## src/rtl/alu_seq.sv

```systemverilog
// Handshaked WIDTH-bit ALU with registered result/flags and an iterative
// restoring divider; valid/ready on both sides, back-pressure safe.
module alu_seq #(
    parameter int WIDTH = 8
) (
    input  logic             clock,
    input  logic             reset,
    input  logic [WIDTH-1:0] A,
    input  logic [WIDTH-1:0] B,
    input  logic [3:0]       ALU_Sel,
    input  logic             in_valid,
    output logic             in_ready,
    output logic [WIDTH-1:0] ALU_Out,
    output logic             CarryOut,
    output logic             Zero,
    output logic             Overflow,
    output logic             DivByZero,
    output logic             Illegal,
    output logic             out_valid,
    input  logic             out_ready,
    output logic             busy
);

    localparam int CNT_W = $clog2(WIDTH + 1);

    typedef enum logic [3:0] {
        OP_ADD = 4'd0,
        OP_SUB = 4'd1,
        OP_MUL = 4'd2,
        OP_DIV = 4'd3,
        OP_MOD = 4'd4,
        OP_AND = 4'd5,
        OP_OR  = 4'd6,
        OP_XOR = 4'd7
    } op_e;

    typedef enum logic {
        S_IDLE,
        S_DIV
    } state_e;

    state_e           state, state_d;
    logic [CNT_W-1:0] cnt, cnt_d;
    logic [WIDTH-1:0] rem, rem_d;
    logic [WIDTH-1:0] quo, quo_d;
    logic [WIDTH-1:0] dvsr, dvsr_d;
    logic             is_mod, is_mod_d;
    logic [WIDTH-1:0] out_d;
    logic             carry_d, zero_d, ovf_d, dbz_d, ill_d, valid_d;

    logic             accept;
    logic             is_divmod;
    logic [WIDTH:0]   sum;
    logic [2*WIDTH-1:0] prod;
    logic [WIDTH-1:0] s_out;
    logic             s_carry, s_ovf, s_dbz, s_ill;

    logic [WIDTH+1:0] diff;
    logic [WIDTH-1:0] rem_step, quo_step;

    always_comb begin
        in_ready  = (state == S_IDLE) && (!out_valid || out_ready);
        busy      = (state == S_DIV);
        accept    = in_valid && in_ready;
        is_divmod = (ALU_Sel == OP_DIV) || (ALU_Sel == OP_MOD);
    end

    // Single-cycle result; div/mod here only covers the B == 0 case.
    always_comb begin
        sum     = {1'b0, A} + {1'b0, B};
        prod    = {{WIDTH{1'b0}}, A} * {{WIDTH{1'b0}}, B};
        s_out   = '0;
        s_carry = 1'b0;
        s_ovf   = 1'b0;
        s_dbz   = 1'b0;
        s_ill   = 1'b0;
        case (ALU_Sel)
            OP_ADD: begin
                s_out   = sum[WIDTH-1:0];
                s_carry = sum[WIDTH];
            end
            OP_SUB: begin
                s_out   = A - B;
                s_carry = (A < B);
            end
            OP_MUL: begin
                s_out = prod[WIDTH-1:0];
                s_ovf = |prod[2*WIDTH-1:WIDTH];
            end
            OP_DIV: begin
                s_out = '1;
                s_dbz = 1'b1;
            end
            OP_MOD: begin
                s_out = A;
                s_dbz = 1'b1;
            end
            OP_AND:  s_out = A & B;
            OP_OR:   s_out = A | B;
            OP_XOR:  s_out = A ^ B;
            default: s_ill = 1'b1;
        endcase
    end

    // One restoring step: shift next dividend bit into the partial remainder.
    always_comb begin
        diff = {1'b0, rem, quo[WIDTH-1]} - {2'b00, dvsr};
        if (diff[WIDTH+1]) begin
            rem_step = {rem[WIDTH-2:0], quo[WIDTH-1]};
            quo_step = {quo[WIDTH-2:0], 1'b0};
        end else begin
            rem_step = diff[WIDTH-1:0];
            quo_step = {quo[WIDTH-2:0], 1'b1};
        end
    end

    always_comb begin
        state_d  = state;
        cnt_d    = cnt;
        rem_d    = rem;
        quo_d    = quo;
        dvsr_d   = dvsr;
        is_mod_d = is_mod;
        out_d    = ALU_Out;
        carry_d  = CarryOut;
        zero_d   = Zero;
        ovf_d    = Overflow;
        dbz_d    = DivByZero;
        ill_d    = Illegal;
        valid_d  = out_valid && !out_ready;
        case (state)
            S_IDLE: begin
                if (accept) begin
                    if (is_divmod && (B != '0)) begin
                        state_d  = S_DIV;
                        cnt_d    = CNT_W'(WIDTH - 1);
                        rem_d    = '0;
                        quo_d    = A;
                        dvsr_d   = B;
                        is_mod_d = (ALU_Sel == OP_MOD);
                    end else begin
                        out_d   = s_out;
                        carry_d = s_carry;
                        zero_d  = (s_out == '0);
                        ovf_d   = s_ovf;
                        dbz_d   = s_dbz;
                        ill_d   = s_ill;
                        valid_d = 1'b1;
                    end
                end
            end
            S_DIV: begin
                rem_d = rem_step;
                quo_d = quo_step;
                if (cnt == '0) begin
                    state_d = S_IDLE;
                    out_d   = is_mod ? rem_step : quo_step;
                    carry_d = 1'b0;
                    zero_d  = ((is_mod ? rem_step : quo_step) == '0);
                    ovf_d   = 1'b0;
                    dbz_d   = 1'b0;
                    ill_d   = 1'b0;
                    valid_d = 1'b1;
                end else begin
                    cnt_d = cnt - CNT_W'(1);
                end
            end
            default: state_d = S_IDLE;
        endcase
    end

    always_ff @(posedge clock) begin
        if (reset) begin
            state     <= S_IDLE;
            cnt       <= '0;
            rem       <= '0;
            quo       <= '0;
            dvsr      <= '0;
            is_mod    <= 1'b0;
            ALU_Out   <= '0;
            CarryOut  <= 1'b0;
            Zero      <= 1'b0;
            Overflow  <= 1'b0;
            DivByZero <= 1'b0;
            Illegal   <= 1'b0;
            out_valid <= 1'b0;
        end else begin
            state     <= state_d;
            cnt       <= cnt_d;
            rem       <= rem_d;
            quo       <= quo_d;
            dvsr      <= dvsr_d;
            is_mod    <= is_mod_d;
            ALU_Out   <= out_d;
            CarryOut  <= carry_d;
            Zero      <= zero_d;
            Overflow  <= ovf_d;
            DivByZero <= dbz_d;
            Illegal   <= ill_d;
            out_valid <= valid_d;
        end
    end

endmodule

```

## config.mk

```make
export PLATFORM = sky130hd
export DESIGN_NAME = alu_seq
export DESIGN_NICKNAME = d
export VERILOG_FILES = /design/src/rtl/alu_seq.sv
export SDC_FILE = /design/constraint.sdc
export NUM_CORES = 1
export LEC_CHECK = 0
export ABC_AREA = 1
export BUFFER_PORTS_ARGS = -buffer_cell sky130_fd_sc_hd__buf_4
export CORE_UTILIZATION = 57
export DETAILED_ROUTE_END_ITERATION = 10
export PLACE_DENSITY_LB_ADDON = 0.12
export SLEW_MARGIN = 0
export SYNTH_ARGS = -nofsm -noshare
export SYNTH_HDL_FRONTEND = slang
export SYNTH_SLANG_ARGS = --single-unit
```

## constraint.sdc

```tcl
create_clock -name clock -period 10.9 [get_ports clock]
set_input_delay 2.18 -clock clock [delete_from_list [all_inputs] [get_ports clock]]
set_output_delay 2.18 -clock clock [all_outputs]
set_load 0.01 [all_outputs]
```

Word level (Yosys, flattened, before mapping)

Cells that the tools add are included.

Bits of input ports: 24
Bits in registers: 44
Output and inout bits: 16
Word-level logic and storage cells: 102

Reductions and logical operators: 20
Multiply operators: 1
Bitwise gates (word level): 4
Add/subtract/negate cells: 4
$lt $le $gt $ge: 1
Mux-type cells: 47
Equal/unequal tests: 12

Operators by type and width:

| cell                                                            | count |
|---|---|
| 8-bit two-way mux                                               | 9 |
| 8-bit one-hot mux with 8 select lines                           | 1 |
| 8-bit one-hot mux with 2 select lines                           | 3 |
| 1-bit two-way mux                                               | 22 |
| 4-bit by 3-bit == test with 1-bit output, second input constant | 4 |
| 8-bit zero test                                                 | 2 |
| 8-bit by 8-bit multiplier with 16-bit output                    | 1 |
| 1-bit one-hot mux with 2 select lines                           | 8 |
| 8-bit OR reduction                                              | 2 |
| 4-bit two-way mux                                               | 3 |
| 9-bit by 8-bit subtractor with 10-bit output                    | 1 |
| 8-bit by 8-bit adder with 9-bit output                          | 1 |
| 3-bit AND reduction                                             | 3 |
| 8-bit bitwise AND                                               | 1 |
| 4-bit by 2-bit == test with 1-bit output, second input constant | 2 |
| 4-bit zero test                                                 | 2 |
| 8-bit less-than comparator                                      | 1 |
| 8-bit bitwise OR                                                | 1 |
| 4-bit one-hot mux with 2 select lines                           | 1 |
| 8-bit nonzero test                                              | 1 |
| 8-bit subtractor                                                | 1 |
| 8-bit XOR                                                       | 1 |
| 2-bit != test, second input constant                            | 3 |
| 4-bit by 1-bit == test with 1-bit output, second input constant | 1 |
| other kinds (8)                                                 | 14 |

Longest topological paths before layout

Gate-level depths: netlist of run 1.

Depth after elaboration: 6
Gate-level depth with buffers: 24
Depth with buffers taken out: 23

Least setup slack after synthesis of run 1

OpenSTA, ideal clock, no wires.

Kind: input to register
From: input port A[0]
To: register Overflow
Stages: 22
Path slack: 4863 ps
Arrival time: 5905 ps
Path buffers: 1
Required time: 10768 ps
Cells stage by stage: clkbuf_1 -> nand2_1 -> fa_1 -> fa_1 -> inv_1 -> fa_1 -> inv_1 -> fa_1 -> inv_1 -> ha_1 -> nand2_1 -> nand2_1 -> a21oi_1 -> nand2_1 -> nand2_1 -> nand2_1 -> nand2_1 -> nand2_1 -> nor2_1 -> nand3_1 -> nand2_1 -> a21oi_1

Word-level cells in the longest chain between the ends: 6

RTL lines:

| element                                      | RTL line | source |
|---|---|---|
| start, declared                              | 8        | `input logic [WIDTH-1:0] A,` |
| 8-bit by 8-bit multiplier with 16-bit output | 71       | `prod = {{WIDTH{1'b0}}, A} * {{WIDTH{1'b0}}, B};` |
| 8-bit OR reduction                           | 88       | `s_ovf = \|prod[2*WIDTH-1:WIDTH];` |
| 1-bit two-way mux                            | 77       | `case (ALU_Sel)` |
| 1-bit two-way mux                            | 134      | `if (is_divmod && (B != '0)) begin` |
| 1-bit two-way mux                            | 133      | `if (accept) begin` |
| 1-bit one-hot mux with 2 select lines        | 131      | `case (state)` |
| end signal, assigned                         | 197      | `Overflow <= ovf_d;` |
| end, declared                                | 16       | `output logic Overflow,` |

Every way passes these cells. The select of a mux whose other input is x is not followed.
A chain may end at the register's enable or synchronous reset.

Worst setup path after layout of run 1

From: input port A[4]
To: register Overflow

The elaborated chain is that of the path after synthesis.

==> impl_metrics.py, run 1 <==
metrics = {
    "status": {
        "status": "finished, final reports clean",
    },
    "power_and_ir_drop": {
        "switching_share": 0.4855,
        "seqPwrFrac": 0.238,
        "p_leak_uw": 0.003713,
        "power-per-cell-area_mw_per_mm2": 112.3,
        "switchingPower_uw": 353.8,
        "peakVddDrop_v": 0.00006934,
        "pwr-share-clk": 0.144,
        "p_comb_frac": 0.618,
        "p_int_uw": 375.0,
    },
    "finish": {
        "fin_util": 0.6287,
        "layout-drive-gt1-share": 0.07165,
        "layout_common_cells": "260 x nand2_1, 201 x inv_1, 90 x nand3_1, 69 x ha_1, 59 x a21oi_1",
        "multi_input_area_mm2": 0.004277,
        "layout_commonest_cell": "nand2_1",
        "n_antenna_cell": 0,
        "regArea_um2": 880.8,
        "n_fill_cell": 1037,
        "area_delta_synth_final_pct": 6.553,
        "nets": 1109,
    },
    "logic_synthesis": {
        "synthAdderAreaFrac": 0.2699,
        "yosysWarnings": 0,
        "synth-seq-cells": 44,
        "syn_avg_cell_area_um2": 6.318,
        "synth_area_leaders": "nand2_1 16%, dfxtp_1 14%, ha_1 14%",
        "ys.flop_type": "dfxtp_1",
        "syn_inst": 964,
        "yosys.area_share.simple": 0.3151,
        "syn_nets": 1096,
        "synth_top_family_by_area": "simple AND/OR/NAND/NOR gates",
        "synth_xor_area_frac": 0.01150,
        "async_flop_share": 0,
        "synth_cell_types": 37,
        "synth-edff-count": 0,
        "synthMuxAreaShare": 0,
        "ys_seq_area_frac": 0.1446,
        "syn-cell-area_mm2": 0.006091,
        "synth_top_area_cell": "nand2_1",
        "yosysTopAreaCellShare": 0.1602,
        "synth_compound_area_frac": 0.1056,
    },
    "worst_setup_path": {
        "crit_buf_inv": 4,
        "max_stage_delay_ps": 540,
        "rrSetupSlack_ps": 8530,
        "reg2reg_to": "ALU_Out[6]",
        "crit_family": "adder cells",
        "crit_chain": "buf_4 -> ha_1 -> fa_1 -> inv_1 -> fa_1 -> fa_1 -> fa_1 -> inv_1 -> ha_1 -> inv_1 -> o21ai_0 -> nor2_1 -> nand2_1 -> xor2_1 -> nand3_1 -> nor2_1 -> nand3_1 -> nand2_1 -> a21oi_1",
        "cp-start-kind": "input pin",
        "critPathMaxFanout": 12,
        "rr_startpoint": "busy",
        "worst-setup-path-type": "in -> reg",
        "worst_path_max_delay_cell": "fa_1",
        "cp-end-kind": "flop",
        "cpMostUsedCell": "fa_1",
        "required_ps": 11110,
        "arrival_ps": 6140,
        "worst_r2r_path_depth": 11,
    },
    "clock_network": {
        "cts_sinks": 44,
        "cts_resized": 0,
        "cts_tree": "yes",
        "cts_buffers": 5,
        "cts.path.max_buffers": 2,
        "clk_pin_slew_ps": 100,
        "postCtsSetupRepairBufs": 0,
        "htree_num_levels": 2,
        "clk_latency_ps": 330,
        "hold_buffers": 0,
        "root_buffer": "clkbuf_8",
    },
    "route": {
        "drc": 0,
        "vias": 5994,
        "antenna_left": 0,
        "totalWireLength_um": 16320,
        "drt_first_pass_iters": 5,
        "vias_per_cell": 5.385,
        "post_drt_wl_per_cell_um": 14.66,
        "drtIter0Drc": 397,
    },
    "die": {
        "io_pins": 40,
        "die_w_um": 105.4,
        "core-area_mm2": 0.01032,
        "num_rows": 37,
        "die_area_mm2": 0.01110,
        "chipHeight_um": 105.4,
        "start_util": 0.5900,
    },
    "timing": {
        "setup_viol": 0,
        "finClkSkew_ps": 18.75,
        "timing.final.max_slew_violations": 0,
        "maxSlewHeadroom": 0.4741,
        "finalHoldViolCount": 0,
        "fin_crit_sh": 0.5435,
        "setup_tns_ps": 0,
        "worst_slew_pin_slew_ps": 786.0,
        "rsz0062_at_grt": "false",
        "max_freq_mhz": 168.8,
        "fin_crit_ps": 5924,
    },
    "placement": {
        "place_hpwl_um": 12900,
        "place_congestion": 0.9888,
        "port_buffers": 39,
    },
    "job": {
        "cap_violations": 0,
    },
    "global_route": {
        "grtUsageTotal": 0.3124,
        "grt_pass1_vias": 5639,
        "grt-ovfl-total": 0,
        "grt_start_max_net_pins": 31,
        "grt_first_pass_wirelength_um": 27310,
        "antenna_found_initial": 0,
    },
    "worst_hold_path": {
        "hold_path_class": "reg -> reg",
        "min_from": "ALU_Out[3]",
        "worstHoldPathCells": 2,
        "min_to": "ALU_Out[3]",
    },
}
[routing by layer]
layer,vias up,global-route usage,part of all wire
met5,-,0,0
met4,0,0.09356,0.023
met3,29,0.05690,0.065
met2,184,0.5019,0.44
met1,2761,0.4260,0.47
li1,3020,-,-
[Yosys cell counts, types with 3 or more instances]
master	instances
inv_1	201
clkbuf_1	17
a31oi_1	5
ha_1	69
nand4_1	14
nand2_2	3
nor3_1	4
nor2_2	4
a21oi_1	59
dfxtp_1	44
a22oi_1	5
nand3b_1	4
nand3_1	90
fa_1	39
xor2_1	8
nand2_1	260
inv_2	6
o21ai_1	5
o211ai_1	3
buf_2	14
o21ai_0	28
or2_2	4
o21a_1	3
nor2_1	56
[worst max path at each step]
stage,startpoint,to,slack [ps],cells after the start
final,A[4],Overflow,4980,19
after global routing,A[1],Overflow,4660,22
after CTS,A[4],Overflow,5000,19
after detailed placement,A[4],Overflow,4650,21
after global placement,A[4],Overflow,4700,19
after floorplan,A[0],Overflow,4860,22
[flip-flops by register name (all words and copies together) (netlist names)]
register / flops
out_valid: 1
Illegal: 1
is_mod: 1
ALU_Out: 8
CarryOut: 1
Zero: 1
dvsr: 8
rem: 8
busy: 1
DivByZero: 1
Overflow: 1
quo: 8
cnt: 4
[worst register-to-register path: stages (launching register included)]
cell	delay, ps
dfxtp_1	300
buf_4	230
inv_1	370
a21oi_1	110
a21oi_1	200
inv_1	130
a21oi_4	360
inv_2	200
a21oi_1	150
o21ai_0	100
nand2_1	80
inv_1	30
[through the flow]
| stage | cell area [µm²] | std cells | total power [µW] | setup WS [ps] | hold slack, ps |
|---|---|---|---|---|---|
| global route | 6490 | 1113 | 809.9 | 4659 | 491.8 |
| detailed placement | 6412 | 1106 | 622.0 | 4653 | 459.4 |
| floorplan | 6091 | 964 | 519.0 | 4863 | 447.0 |
| finish | 6490 | 1113 | 728.9 | 4976 | 475.8 |
| CTS | 6490 | 1113 | 728.2 | 4995 | 475.5 |
| global placement | 6412 | 1106 | 619.3 | 4704 | 460.2 |
[cell type report]
cell class,instances,area share
clock buffer,6,0.01118
clock inverter,1,0.0007712
inverter,207,0.1197
multi-input combinational,678,0.6590
sequential,44,0.1357
tap,136,0.02622
timing repair buffer,41,0.04743
[cells by family after synthesis]
logic type | Yosys count
AND/OR/NAND/NOR | 447
buffers and inverters | 242
AO/OA/AOI/OAI | 115
adder cells (fa/ha/maj) | 108
flip-flops | 44
XOR/XNOR | 8
[power by group through the flow]
stage / sequential, µW / clock (µW) / combinational, µW
2_1_floorplan: 178 / 0 / 341
3_3_place_gp: 177 / 0 / 442
3_5_place_dp: 177 / 0 / 445
4_1_cts: 174 / 106 / 449
5_1_grt: 174 / 113 / 523
6_report: 173 / 105 / 450
Power figures use the tool's default switching activity.
==> run 2: changes to the inputs <==
clock period = 5.69 ns   (was 10.9 ns; I/O delays follow)
==> impl_metrics.py, run 2 (synthesis results as in run 1) <==
metrics = {
    "timing": {
        "finClkSkew_ps": 17.77,
        "hold_ws_ps": 472.5,
        "maxSlewHeadroom": 0.4300,
        "worst_slack_ps": 764.9,
        "fin_crit_ps": 4925,
        "finalHoldViolCount": 0,
        "setup_tns_ps": 0,
        "rsz0062_at_grt": "false",
        "max_freq_mhz": 203.0,
        "worst_slew_pin_slew_ps": 851.8,
        "fin_crit_sh": 0.8656,
        "timing.final.max_slew_violations": 0,
        "setup_viol": 0,
    },
    "global_route": {
        "antenna_found_initial": 0,
        "grt_first_pass_wirelength_um": 27530,
        "grt_start_max_net_pins": 31,
        "grt_pass1_vias": 5595,
        "grt-ovfl-total": 0,
        "grtUsageTotal": 0.3149,
    },
    "worst_setup_path": {
        "rr_startpoint": "busy",
        "cp-start-kind": "input pin",
        "cpMostUsedCell": "fa_1",
        "worstSetupStartpoint": "A[4]",
        "worst-setup-path-type": "in -> reg",
        "cp-end-kind": "flop",
        "worst_path_max_delay_cell": "fa_1",
        "crit_chain": "buf_4 -> ha_1 -> fa_1 -> inv_1 -> fa_1 -> fa_1 -> fa_1 -> inv_1 -> ha_1 -> inv_1 -> o21ai_0 -> nor2_1 -> nand2_1 -> xor2_1 -> nand3_1 -> nor2_1 -> nand3_1 -> nand2_1 -> a21oi_1",
        "required_ps": 5910,
        "reg2reg_to": "ALU_Out[6]",
        "arrival_ps": 5140,
        "max_stage_delay_ps": 550,
        "rrSetupSlack_ps": 3290,
        "critPathMaxFanout": 12,
        "worst_r2r_path_depth": 11,
        "crit_end": "Overflow",
    },
    "die": {
        "die_w_um": 105.4,
        "io_pins": 40,
        "die_area_mm2": 0.01110,
        "chipHeight_um": 105.4,
        "num_rows": 37,
        "start_util": 0.5900,
        "core-area_mm2": 0.01032,
    },
    "finish": {
        "n_fill_cell": 1034,
        "fin_util": 0.6287,
        "n_antenna_cell": 0,
        "layout-drive-gt1-share": 0.07165,
        "area_delta_synth_final_pct": 6.553,
        "layout_commonest_cell": "nand2_1",
        "nets": 1109,
        "multi_input_area_mm2": 0.004277,
        "regArea_um2": 880.8,
        "layout_common_cells": "260 x nand2_1, 201 x inv_1, 90 x nand3_1, 69 x ha_1, 59 x a21oi_1",
    },
    "worst_hold_path": {
        "hold_path_class": "reg -> reg",
    },
    "route": {
        "antenna_left": 0,
        "drc": 0,
        "post_drt_wl_per_cell_um": 14.76,
        "vias_per_cell": 5.447,
        "totalWireLength_um": 16430,
        "drt_first_pass_iters": 5,
        "drtIter0Drc": 469,
        "vias": 6063,
    },
    "placement": {
        "place_hpwl_um": 12890,
        "preCtsSetupSlack_ps": 446.4,
        "place_congestion": 0.9885,
        "port_buffers": 39,
    },
    "status": {
        "status": "finished, final reports clean",
    },
    "clock_network": {
        "clk_pin_slew_ps": 100,
        "cts.path.max_buffers": 2,
        "htree_num_levels": 2,
        "cts_resized": 0,
        "cts_tree": "yes",
        "root_buffer": "clkbuf_8",
        "hold_buffers": 0,
        "postCtsSetupRepairBufs": 0,
        "clk_latency_ps": 320,
        "cts_sinks": 44,
        "cts_buffers": 5,
    },
    "power_and_ir_drop": {
        "power_uw": 1397,
        "peakVddDrop_v": 0.0001372,
        "power-per-cell-area_mw_per_mm2": 215.3,
        "p_leak_uw": 0.003713,
    },
    "job": {
        "cap_violations": 0,
    },
}
## run 2: where the power goes
group	switching (µW)	leakage (µW)	internal (µW)
clock network	118	0.0000410	83.9
logic	551	0.00331	312
registers	9.80	0.000358	323
## run 2: worst max-delay path, delay by kind of cell
| kind | cells | cell delay (ps) |
|---|---|---|
| fa+ha+maj | 6 | 2630 |
| simple gates | 6 | 530 |
| compound gates | 2 | 340 |
| buf+inv | 4 | 330 |
| xor+xnor | 1 | 170 |
## run 2: cell type report
cell class | count | area share
Clock buffer | 6 | 0.01118
Multi-Input combinational cell | 678 | 0.6590
Timing Repair Buffer | 41 | 0.04743
Clock inverter | 1 | 0.0007712
Tap cell | 136 | 0.02622
Sequential cell | 44 | 0.1357
Inverter | 207 | 0.1197
## run 2: how the worst min path moves through the flow
stage,endpoint,cells past startpoint,slack [ps],from
final,ALU_Out[3],2,470,ALU_Out[3]
after CTS,Illegal,2,480,Illegal
after global placement,cnt[0],1,460,cnt[0]
after global routing,ALU_Out[3],2,490,ALU_Out[3]
after floorplan,cnt[0],1,450,cnt[0]
after detailed placement,Illegal,2,460,Illegal
## run 2: stage by stage
stage / cell area [µm²] / instances
5_1_grt: 6490 / 1113
6_report: 6490 / 1113
3_3_place_gp: 6412 / 1106
3_5_place_dp: 6412 / 1106
2_1_floorplan: 6091 / 964
4_1_cts: 6490 / 1113
## run 2: per-layer routing
| layer | track usage | part of all wire | routed length (µm) | vias up |
|---|---|---|---|---|
| li1 | - | - | - | 3020 |
| met1 | 0.4441 | 0.47 | 7736 | 2800 |
| met2 | 0.5038 | 0.44 | 7209 | 221 |
| met3 | 0.04824 | 0.072 | 1178 | 22 |
| met4 | 0.07545 | 0.019 | 304 | 0 |
| met5 | 0 | 0 | 0 | - |
==> run 3: changes to the inputs <==
ABC_AREA = not set   (was 1)
SLEW_MARGIN = 25   (was 0)
==> impl_metrics.py, run 3 <==
metrics = {
    "status": {
        "status": "finished, final reports clean",
    },
    "worst_setup_path": {
        "arrival_ps": 5660,
        "worst-setup-path-type": "in -> reg",
        "cpMostUsedCell": "inv_1",
        "max_stage_delay_ps": 560,
        "worst_r2r_path_depth": 10,
        "cp-start-kind": "input pin",
        "required_ps": 5900,
        "reg2reg_to": "Zero",
        "critPathMaxFanout": 6,
        "rrSetupSlack_ps": 2740,
        "cp-end-kind": "flop",
        "crit_chain": "buf_4 -> ha_1 -> inv_1 -> fa_1 -> inv_1 -> ha_1 -> inv_1 -> fa_1 -> fa_1 -> inv_1 -> ha_1 -> o21a_1 -> o31a_1 -> a211oi_1 -> nor3_1 -> o32ai_1 -> a21oi_1 -> and4_4 -> a311o_1",
        "worst_path_max_delay_cell": "fa_1",
        "rr_startpoint": "quo[7]",
    },
    "logic_synthesis": {
        "yosys.area_share.simple": 0.1991,
        "synthAdderAreaFrac": 0.2946,
        "synthMuxAreaShare": 0.02578,
        "synth_area_leaders": "dfxtp_1 16%, ha_1 15%, fa_1 14%",
        "ys_seq_area_frac": 0.1578,
        "synth_most_common_cell": "inv_1",
        "synth_compound_area_frac": 0.2049,
        "synth-seq-cells": 44,
        "ys.flop_type": "dfxtp_1",
        "async_flop_share": 0,
        "synth_cell_types": 63,
        "syn_avg_cell_area_um2": 7.636,
        "syn_nets": 863,
        "yosysWarnings": 0,
        "yosysTopAreaCellShare": 0.1578,
        "synth_top_family_by_area": "adder cells",
        "synth-edff-count": 0,
        "synth_common_cells": "101 x inv_1, 82 x nand2_1, 69 x ha_1, 69 x nor2_1, 68 x a21oi_1",
        "synth_xor_area_frac": 0.02668,
        "syn_inst": 731,
        "syn-cell-area_mm2": 0.005582,
        "synth_top_area_cell": "dfxtp_1",
    },
    "finish": {
        "layout-drive-gt1-share": 0.09635,
        "n_antenna_cell": 0,
        "fin_util": 0.6553,
        "finalNonFillerCells": 897,
        "layout_common_cells": "101 x inv_1, 82 x nand2_1, 69 x nor2_1, 69 x ha_1, 68 x a21oi_1",
        "nets": 899,
        "layout_commonest_cell": "inv_1",
        "area_delta_synth_final_pct": 10.02,
    },
    "clock_network": {
        "postCtsSetupRepairBufs": 0,
        "cts_buffers": 5,
        "htree_num_levels": 2,
        "cts_sinks": 44,
        "root_buffer": "clkbuf_8",
        "cts.path.max_buffers": 2,
        "cts_tree": "yes",
        "hold_buffers": 0,
        "clk_latency_ps": 310,
        "cts_resized": 0,
        "clk_pin_slew_ps": 100,
    },
    "timing": {
        "setup_viol": 0,
        "timing.final.max_slew_violations": 0,
        "max_freq_mhz": 183.3,
        "worst_slack_ps": 235.3,
        "worst_slew_pin_slew_ps": 780.5,
        "finalHoldViolCount": 0,
        "fin_crit_sh": 0.9586,
        "maxSlewHeadroom": 0.4762,
        "rsz0062_at_grt": "false",
        "finClkSkew_ps": 17.23,
        "fin_crit_ps": 5455,
    },
    "global_route": {
        "grt_first_pass_wirelength_um": 25660,
        "busiest_layer": "met2",
        "grt_start_max_net_pins": 44,
        "grt_use_met3": 0.04438,
        "antenna_found_initial": 0,
        "met1_usage": 0.4554,
        "grtUsageTotal": 0.3260,
        "grt-ovfl-total": 0,
        "grt_pass1_vias": 5289,
        "met2_usage": 0.5242,
    },
    "power_and_ir_drop": {
        "peakVddDrop_v": 0.0002522,
        "power-per-cell-area_mw_per_mm2": 222.2,
        "p_leak_uw": 0.002800,
    },
    "route": {
        "drtIter0Drc": 351,
        "antenna_left": 0,
        "vias": 5351,
        "drc": 0,
        "totalWireLength_um": 15710,
        "post_drt_wl_per_cell_um": 17.52,
        "drt_first_pass_iters": 5,
        "vias_per_cell": 5.965,
    },
    "die": {
        "core-area_mm2": 0.009371,
        "die_area_mm2": 0.01019,
        "num_rows": 35,
        "io_pins": 40,
        "chipHeight_um": 101.0,
        "die_w_um": 101.0,
        "start_util": 0.5956,
    },
    "placement": {
        "place_hpwl_um": 12360,
        "port_buffers": 39,
        "place_inst": 889,
        "preCtsSetupSlack_ps": -30.19,
        "place_congestion": 0.9464,
    },
    "worst_hold_path": {
        "worstHoldPathCells": 2,
        "min_from": "ALU_Out[1]",
        "hold_path_class": "reg -> reg",
        "min_to": "ALU_Out[1]",
    },
    "job": {
        "cap_violations": 0,
    },
}
==> run 3: changes by cell type after synthesis, moves of 10 or more <==
| cell | before | now |
|---|---|---|
| nand2_1 | 260 | 82 |
| nor3_1 | 4 | 15 |
| nand3_1 | 90 | 13 |
| o211ai_1 | 3 | 13 |
| mux2i_1 | 0 | 11 |
| nor2b_1 | 0 | 14 |
| inv_1 | 201 | 101 |
| xnor2_1 | 0 | 14 |
| nand4_1 | 14 | 0 |
| nor2_1 | 56 | 69 |
==> run 3: worst max path at each step <==
stage,start,end,slack [ps],depth (start not counted)
2_1_floorplan,A[3],Zero,470,19
3_3_place_gp,B[4],Zero,60,20
3_5_place_dp,B[4],Zero,-30,19
4_1_cts,B[4],Zero,310,19
5_1_grt,B[3],Zero,30,19
6_report,B[3],Zero,240,19
==> run 3: cells by family (layout without fill, tap and decap cells) <==
| kind of cell | count (synthesis) | count (layout) |
|---|---|---|
| muxes | 14 | 14 |
| xor gates and xnor gates | 17 | 17 |
| adders and majority gates | 108 | 108 |
| and+or+nand+nor | 240 | 240 |
| AOI/OAI and AO/OA | 179 | 179 |
| DFF | 44 | 44 |
| buffers and inverters | 129 | 166 |
==> run 3: stage by stage <==
step	hold slack, ps	cell area [µm²]	power [µW]	setup TNS [ps]
3_3_place_gp	440.3	6033	1075	0
4_1_cts	462.0	6141	1363	0
3_5_place_dp	449.0	6033	1107	-30.19
6_report	460.0	6141	1365	0
2_1_floorplan	436.3	5582	912.0	0
5_1_grt	479.5	6141	1478	0
==> run 3: area by class of cell <==
class / count / area (µm²)
Timing Repair Buffer: 55 / 412.9
Clock buffer: 6 / 72.57
Fill cell: 900 / 3231
Clock inverter: 2 / 35.03
Sequential cell: 44 / 880.8
Inverter: 103 / 386.6
Tap cell: 129 / 161.4
Multi-Input combinational cell: 558 / 4192
==> run 3: routing by layer <==
layer | vias up | routed length, µm
met5 | - | 0
met4 | 0 | 344
met3 | 28 | 1051
met2 | 200 | 7182
met1 | 2562 | 7134
li1 | 2561 | -
==> run 3: worst max-delay path, delay by kind of cell <==
family,cells,cell delay (ps)
AOI/OAI and AO/OA,6,1370
adders and majority gates,6,2470
buffers and inverters,5,350
and+or+nand+nor,2,320
==> run 3: report_power, final <==
group	internal [µW]	total [µW]	switching [µW]
Combinational	332	787	454
Clock	131	252	122
Sequential	319	326	7.08
Total	782	1360	583
